**config.mk**
```make
export PLATFORM = sky130hd
export DESIGN_NAME = mic_sample_fifo
export DESIGN_NICKNAME = d
export VERILOG_FILES = /design/src/rtl/mic_pkg.sv /design/src/rtl/mic_fifo_core.sv /design/src/rtl/mic_sample_fifo.sv
export SDC_FILE = /design/constraint.sdc
export NUM_CORES = 1
export LEC_CHECK = 0
export CAP_MARGIN = 20
export CELL_PAD_IN_SITES_DETAIL_PLACEMENT = 0
export CELL_PAD_IN_SITES_GLOBAL_PLACEMENT = 1
export CORE_UTILIZATION = 52
export DETAILED_ROUTE_END_ITERATION = 16
export PLACE_DENSITY = 0.86
export SLEW_MARGIN = 10
export SYNTH_ARGS = -nofsm -noshare
export SYNTH_HDL_FRONTEND = slang
export SYNTH_SLANG_ARGS = --single-unit
```
**constraint.sdc**
```tcl
create_clock -name bclk -period 3.4 [get_ports bclk]
set_clock_uncertainty 0.1 [all_clocks]
set_input_delay 0.51 -clock bclk [delete_from_list [all_inputs] [get_ports bclk]]
set_output_delay 0.51 -clock bclk [all_outputs]
set_load 0.05 [all_outputs]
```
**src/rtl/mic_pkg.sv**
```systemverilog
// Shared definitions for the microphone capture path: the sample type and
// helpers that derive pointer/address widths from a buffer depth.
package mic_pkg;

  localparam int SAMPLE_W = 16;

  typedef logic [SAMPLE_W-1:0] sample_t;

  function automatic int addr_w(input int depth);
    return $clog2(depth);
  endfunction

  // One extra wrap bit lets full and empty be told apart with equal addresses.
  function automatic int ptr_w(input int depth);
    return $clog2(depth) + 1;
  endfunction

endpackage

```
**src/rtl/mic_fifo_core.sv**
```systemverilog
// Synchronous FIFO storage: wrap-bit pointers, unreset memory, first-word
// fall-through read. Callers decide when a write or read is allowed.
module mic_fifo_core
  import mic_pkg::*;
#(
  parameter int N     = SAMPLE_W,
  parameter int DEPTH = 16
) (
  input  logic                   i_clk,
  input  logic                   i_rst,
  input  logic                   i_wr_en,
  input  logic [N-1:0]           i_wr_data,
  input  logic                   i_rd_en,
  output logic                   o_empty,
  output logic                   o_full,
  output logic [N-1:0]           o_rd_data,
  output logic [$clog2(DEPTH):0] o_level
);

  localparam int AW = addr_w(DEPTH);
  localparam int PW = ptr_w(DEPTH);
  localparam logic [PW-1:0] PTR_ONE = 1;

  logic [N-1:0]  r_mem [DEPTH];
  logic [PW-1:0] r_wr_ptr;
  logic [PW-1:0] r_rd_ptr;

  always_ff @(posedge i_clk or posedge i_rst) begin
    if (i_rst) begin
      r_wr_ptr <= '0;
      r_rd_ptr <= '0;
    end else begin
      if (i_wr_en) r_wr_ptr <= r_wr_ptr + PTR_ONE;
      if (i_rd_en) r_rd_ptr <= r_rd_ptr + PTR_ONE;
    end
  end

  always_ff @(posedge i_clk) begin
    if (i_wr_en) r_mem[r_wr_ptr[AW-1:0]] <= i_wr_data;
  end

  assign o_empty   = (r_wr_ptr == r_rd_ptr);
  assign o_full    = (r_wr_ptr[AW-1:0] == r_rd_ptr[AW-1:0]) &&
                     (r_wr_ptr[AW] != r_rd_ptr[AW]);
  assign o_rd_data = r_mem[r_rd_ptr[AW-1:0]];
  // Modulo-2*DEPTH difference is exact because occupancy never exceeds DEPTH.
  assign o_level   = r_wr_ptr - r_rd_ptr;

endmodule

```
**src/rtl/mic_sample_fifo.sv**
```systemverilog
// Buffers the live microphone sample stream and re-presents it as a stallable
// stream; on overflow the newest sample is dropped and counted.
module mic_sample_fifo
  import mic_pkg::*;
#(
  parameter int N     = SAMPLE_W,
  parameter int DEPTH = 16,
  parameter int CNT_W = 16
) (
  input  logic                   bclk,
  input  logic                   reset,
  input  logic                   in_valid,
  input  logic [N-1:0]           in_data,
  output logic                   out_valid,
  input  logic                   out_ready,
  output logic [N-1:0]           out_data,
  output logic [$clog2(DEPTH):0] level,
  output logic                   overflow,
  input  logic                   overflow_clr,
  output logic [CNT_W-1:0]       drop_count
);

  localparam logic [CNT_W-1:0] CNT_ONE = 1;
  localparam logic [CNT_W-1:0] CNT_MAX = '1;

  logic w_empty;
  logic w_full;
  logic w_pop;
  logic w_write;
  logic w_drop;

  logic             r_overflow;
  logic [CNT_W-1:0] r_drop_count;

  // Output stream: a sample transfers on a rising edge where out_valid and
  // out_ready are both high; out_valid depends only on registered pointers.
  assign out_valid = !w_empty;
  assign w_pop     = out_valid && out_ready;
  // A pop in the same cycle frees the slot, so a full FIFO still accepts.
  assign w_write   = in_valid && (!w_full || w_pop);
  assign w_drop    = in_valid && w_full && !w_pop;

  mic_fifo_core #(
    .N     (N),
    .DEPTH (DEPTH)
  ) u_core (
    .i_clk     (bclk),
    .i_rst     (reset),
    .i_wr_en   (w_write),
    .i_wr_data (in_data),
    .i_rd_en   (w_pop),
    .o_empty   (w_empty),
    .o_full    (w_full),
    .o_rd_data (out_data),
    .o_level   (level)
  );

  // A drop coinciding with a clear restarts the count at one.
  always_ff @(posedge bclk or posedge reset) begin
    if (reset) begin
      r_overflow   <= 1'b0;
      r_drop_count <= '0;
    end else if (w_drop) begin
      r_overflow <= 1'b1;
      if (overflow_clr)
        r_drop_count <= CNT_ONE;
      else if (r_drop_count != CNT_MAX)
        r_drop_count <= r_drop_count + CNT_ONE;
    end else if (overflow_clr) begin
      r_overflow   <= 1'b0;
      r_drop_count <= '0;
    end
  end

  assign overflow   = r_overflow;
  assign drop_count = r_drop_count;

endmodule

```
Word level (Yosys, flattened, before mapping) --
Memories as Yosys holds them, arrays and structs flattened. Index checks and enable logic that the tools add are counted.
Storage, ports and cells: register bits 27, bits in writable memories 256, bits of input ports 21, output and inout port bits 39, memories 1
Memories:
- u_core.r_mem | words 16, bits a word 16, rd ports 1, clocked after Yosys merged registers in 0, wr ports 1, RTL line mic_fifo_core.sv:24 | logic [N-1:0] r_mem [DEPTH];
Operators by class: add/subtract/negate cells 4, equality and inequality tests 4, muxes and demuxes 8, reductions and logical operators 12
Operators with widths (count):
- two-way mux 16 bit | 4
- adder 16 x 1 -> 16 bit, second input constant | 1
- != test 16 bit, second input constant | 1
- adder 5 x 1 -> 5 bit, second input constant | 2
- equality test 5 bit | 1
- logical AND 1 bit | 5
- subtractor 5 bit | 1
- equality test 4 bit | 1
- two-way mux 1 bit | 4
- nonzero test 2 bit | 2
- logical NOT 1 bit | 3
- AND reduction 2 bit | 1
- logical OR 1 bit | 1
- != test 1 bit | 1

Logic depth before layout (Yosys ltp) --
depth after elaboration 7, gate-level depth with buffers 10, gate-level depth less buffers 7

By module --
A second synthesis with hierarchy kept.
Second synthesis, totals: cell total of the unflattened synthesis 620, area total of the unflattened synthesis 11598.6 µm²
By module, submodules not included:
- mic_fifo_core | instances 1, cells each 506, area each 10522.6 µm², seq. area each 7937.6 µm²
- mic_sample_fifo | instances 1, cells each 114, area each 1076.0 µm², seq. area each 425.4 µm²

Least setup slack after synthesis --
Ideal clock, no wire load.
path type reg-to-output, start point register u_core.r_rd_ptr[1], end point output port level[3], arrival 2.483 ns, required time 2.790 ns, path slack 0.307 ns, stages on the path, launching flop included 8, path buffers 2, cell sequence dfrtp_1 -> clkbuf_1 -> clkbuf_1 -> inv_1 -> ha_1 -> a21o_1 -> a21oi_1 -> xnor2_1
On the way: longest elaborated chain between the ends 1
RTL lines:
- start: declaration | RTL line mic_fifo_core.sv:26 | logic [PW-1:0] r_rd_ptr;
- start signal: assignment | RTL line mic_fifo_core.sv:34 | if (i_rd_en) r_rd_ptr <= r_rd_ptr + PTR_ONE;
- subtractor 5 bit | RTL line mic_fifo_core.sv:47 | assign o_level = r_wr_ptr - r_rd_ptr;
- end: declaration | RTL line mic_sample_fifo.sv:17 | output logic [$clog2(DEPTH):0] level,
No other way between the ends.

Worst setup path after layout --
start point register u_core.r_rd_ptr[0], end point output port out_data[2]
On the way: longest elaborated chain between the ends 1
RTL lines:
- memory (16 x 16 bit)
- end: declaration | RTL line mic_sample_fifo.sv:16 | output logic [N-1:0] out_data,
No other way between the ends.

==> flow_summary_export.csv <==
group,metric,value,unit
outcome,status,"completed",
logic_synthesis,yosysTopAreaCell,"edfxtp_1",
clock_tree,cts_htree_levels,1,
logic_synthesis,synthMuxAreaShare,16.2,%
sta,timing.fmax,301,MHz
worst_setup_path,arrival,2710,ps
clock_tree,cts_buffer_depth,3,
global_routing,overflow,0,
power_and_ir_drop,p_int,7590,uW
power_and_ir_drop,p_switching,3960,uW
drt,vias,5650,
logic_synthesis,synth_compound_area_share,1.98,%
power_and_ir_drop,seqPwrFrac,37.8,%
worst_setup_path,cp-end-kind,"output pin",
drt,wirelength,23100,um
finish,diodes,0,
clock_tree,clock-sinks,283,
finish,drive_above_1_share,24.5,%
floorplanning,start_util,53.5,%
global_routing,gr-usage-all-layers,21.7,%
sta,period_minus_slack,3320,ps
drt,drtAntennaViolNets,0,
floorplanning,io_pins,60,
power_and_ir_drop,power,11500,uW
logic_synthesis,synth.avg_cell_area,20.8,um^2
global_routing,grt_pass1_vias,5893,
clock_tree,postCtsHoldBufs,0,
floorplanning,die_h,150,um
sta,hold_viol,0,
global_routing,antenna_found_initial,0,
logic_synthesis,yosys.area_share.adder,1.28,%
sta,fin_hold_ws,349,ps
power_and_ir_drop,p_leak,0.00429,uW
logic_synthesis,synth_common_cells,"256 x edfxtp_1, 80 x mux4_2, 27 x dfrtp_1",
power_and_ir_drop,clkPwrFrac,23.9,%
drt,via_per_inst,6.14,
logic_synthesis,synth.lib_cells_used.distinct,40,
clock_tree,path_clk_slew,60,ps
drt,drt-wirelength-per-cell,25.1,um
logic_synthesis,synth_xor_area_share,0.925,%
sta,drv_slew,0,
logic_synthesis,yosysMostFrequentCell,"edfxtp_1",
finish,syn2layout_area_growth,15.7,%
drt,drt_pass1_iterations,5,
logic_synthesis,netlist_instances,546,
power_and_ir_drop,comb_power_share,38.3,%
worst_setup_path,cp_max_fo,33,
logic_synthesis,async_flop_share,9.54,%
logic_synthesis,yosys.area_share.simple,4.44,%
sta,setup_violations,0,
drt,wl_met2,11600,um
logic_synthesis,synth_area_leaders,"edfxtp_1 68%, mux4_2 16%, dfrtp_1 5.9%, ha_1 1.1%, and2_1 0.83%",
logic_synthesis,yosys_warnings,0,
finish,utilization,61.9,%
worst_hold_path,hold_path.class,"input port to async pin",
global_routing,grt_max_degree,68,
floorplanning,core_area,21200,um^2
logic_synthesis,synthesis.nets,578,
power_and_ir_drop,power_density,879,nW/um^2
logic_synthesis,ys_ff_latch,283,
logic_synthesis,synth_top_family_by_area,"multiplexers",
worst_setup_path,crit_type,"flip-flop to output pin",
global_routing,grt_pass1_wl,34900,um
logic_synthesis,synth_edf_count,256,
placement,hpwl,12800,um
finish,layout.nets,656,
sta,finalCritPeriodShare,97.7,%
floorplanning,fp.dieW,150,um
logic_synthesis,netlist_area,11400,um^2
power_and_ir_drop,sw_frac_of_total,34.3,%
logic_synthesis,ys.flop_type,"edfxtp_1",
worst_setup_path,cp-start-kind,"flip-flop",
clock_tree,ctsRootBufferMaster,"clkbuf_16",
sta,slew_headroom,23.3,%
floorplanning,die-area,22400,um^2
drt,wl_met3,1610,um
logic_synthesis,yosysTopAreaCellShare,67.7,%
flow_run,drv_cap,0,
drt,topRoutingLayerUsed,"met4",
sta,worst_pin_slew,1150,ps
drt,drc_errors,0,
floorplanning,rows,53,
drt,drtIter0Drc,523,
drt,wl_met1,9280,um
clock_tree,insertion_delay,520,ps
placement,globalplace.congestion,0.831,
placement,buffer_ports.inserted,59,
power_and_ir_drop,max-vdd-ir-drop,0.00175,V
clock_tree,cts_tree,"yes",
clock_tree,cts-buffers-inserted,28,
worst_setup_path,critPathRequiredTime,2790,ps
logic_synthesis,synth-seq-area-share,73.6,%
[routing by layer]
metal / track usage, % / vias to the layer above
li1: - / 2424
met1: 30.0 / 2955
met2: 35.4 / 227
met3: 3.60 / 44
met4: 7.68 / 0
met5: 0 / -
[path summary, 6_finish.rpt]
kind                                       end               start  cells after the start  slack, ps
hold reg to reg             u_core.r_wr_ptr[4]  u_core.r_wr_ptr[4]                      1        400
min in group bclk           u_core.r_wr_ptr[4]  u_core.r_wr_ptr[4]                      1        400
hold / removal                   drop_count[5]               reset                      2        350
setup / recovery                   out_data[2]  u_core.r_rd_ptr[0]                      4         80
max in group asynchronous        drop_count[0]               reset                      3       2220
setup reg to reg           u_core.r_mem[12][6]  u_core.r_rd_ptr[0]                      5        440
[metrics by stage]
step                cells  instance area (um^2)  setup slack [ps]  setup TNS, ps
CTS                   919                 13100              29.4              0
detailed placement    865                 12300               334              0
global route          920                 13100             -3.91          -4.92
floorplan             546                 11400               307              0
global placement      865                 12300               424              0
finish                920                 13100              78.5              0
[final cells by class]
type / count / area (um^2)
fillers: 1456 / 8080
flip-flops and latches: 283 / 8370
multi-input cells: 222 / 2820
clock inverters: 11 / 52.6
well taps: 275 / 344
clock buffers: 40 / 767
inverters: 14 / 52.6
repair buffers: 75 / 734
[flip-flops by register name (all words and copies together), names as in the netlist]
name and flops:
u_core.r_wr_ptr 5, u_core.r_rd_ptr 5, drop_count 16, u_core.r_mem 256, overflow 1
[power by group through the flow]
stage               registers (uW)  clock network (uW)  logic, uW
floorplan                     4360                   0       3220
global placement              4420                   0       4350
detailed placement            4450                   0       4400
CTS                           4360                2810       4460
global route                  4390                2950       4690
finish                        4360                2760       4430
[critical path, cell delays in order, from the launching register on]
cell and delay, ps:
dfrtp_4 550, buf_16 280, mux4_2 560, mux4_2 530, buf_4 220
[cell families after synthesis]
logic type	Yosys count
AND/OR/NAND/NOR	81
adder cells (fa/ha/maj)	11
flip-flops	283
XOR/XNOR	12
buffers and inverters	41
multiplexers	83
AO/OA/AOI/OAI	35
[repair_timing]
action | 4_1_cts | 5_1_grt
gates resized for setup | 3 | 2
pin swaps | 0 | 0
setup endpoints to repair | 10 | 2
setup buffers | 3 | 0
[placed cells by master, fill, tap and decap left out, types with 7 or more instances in the layout]
| cell type | Yosys | routed |
|---|---|---|
| edfxtp_1 | 256 | 256 |
| mux4_2 | 80 | 80 |
| clkdlybuf4s50_1 | 0 | 38 |
| clkbuf_16 | 0 | 29 |
| buf_4 | 0 | 29 |
| dfrtp_1 | 27 | 25 |
| and2_1 | 15 | 15 |
| a21oi_1 | 13 | 13 |
| inv_1 | 13 | 13 |
| o31ai_1 | 11 | 11 |
| clkbuf_1 | 14 | 11 |
| xnor2_1 | 10 | 10 |
| or4_1 | 10 | 10 |
| nand2_1 | 10 | 10 |
| ha_1 | 10 | 10 |
| nand3_1 | 7 | 7 |
(Power assumes the default switching activity.)
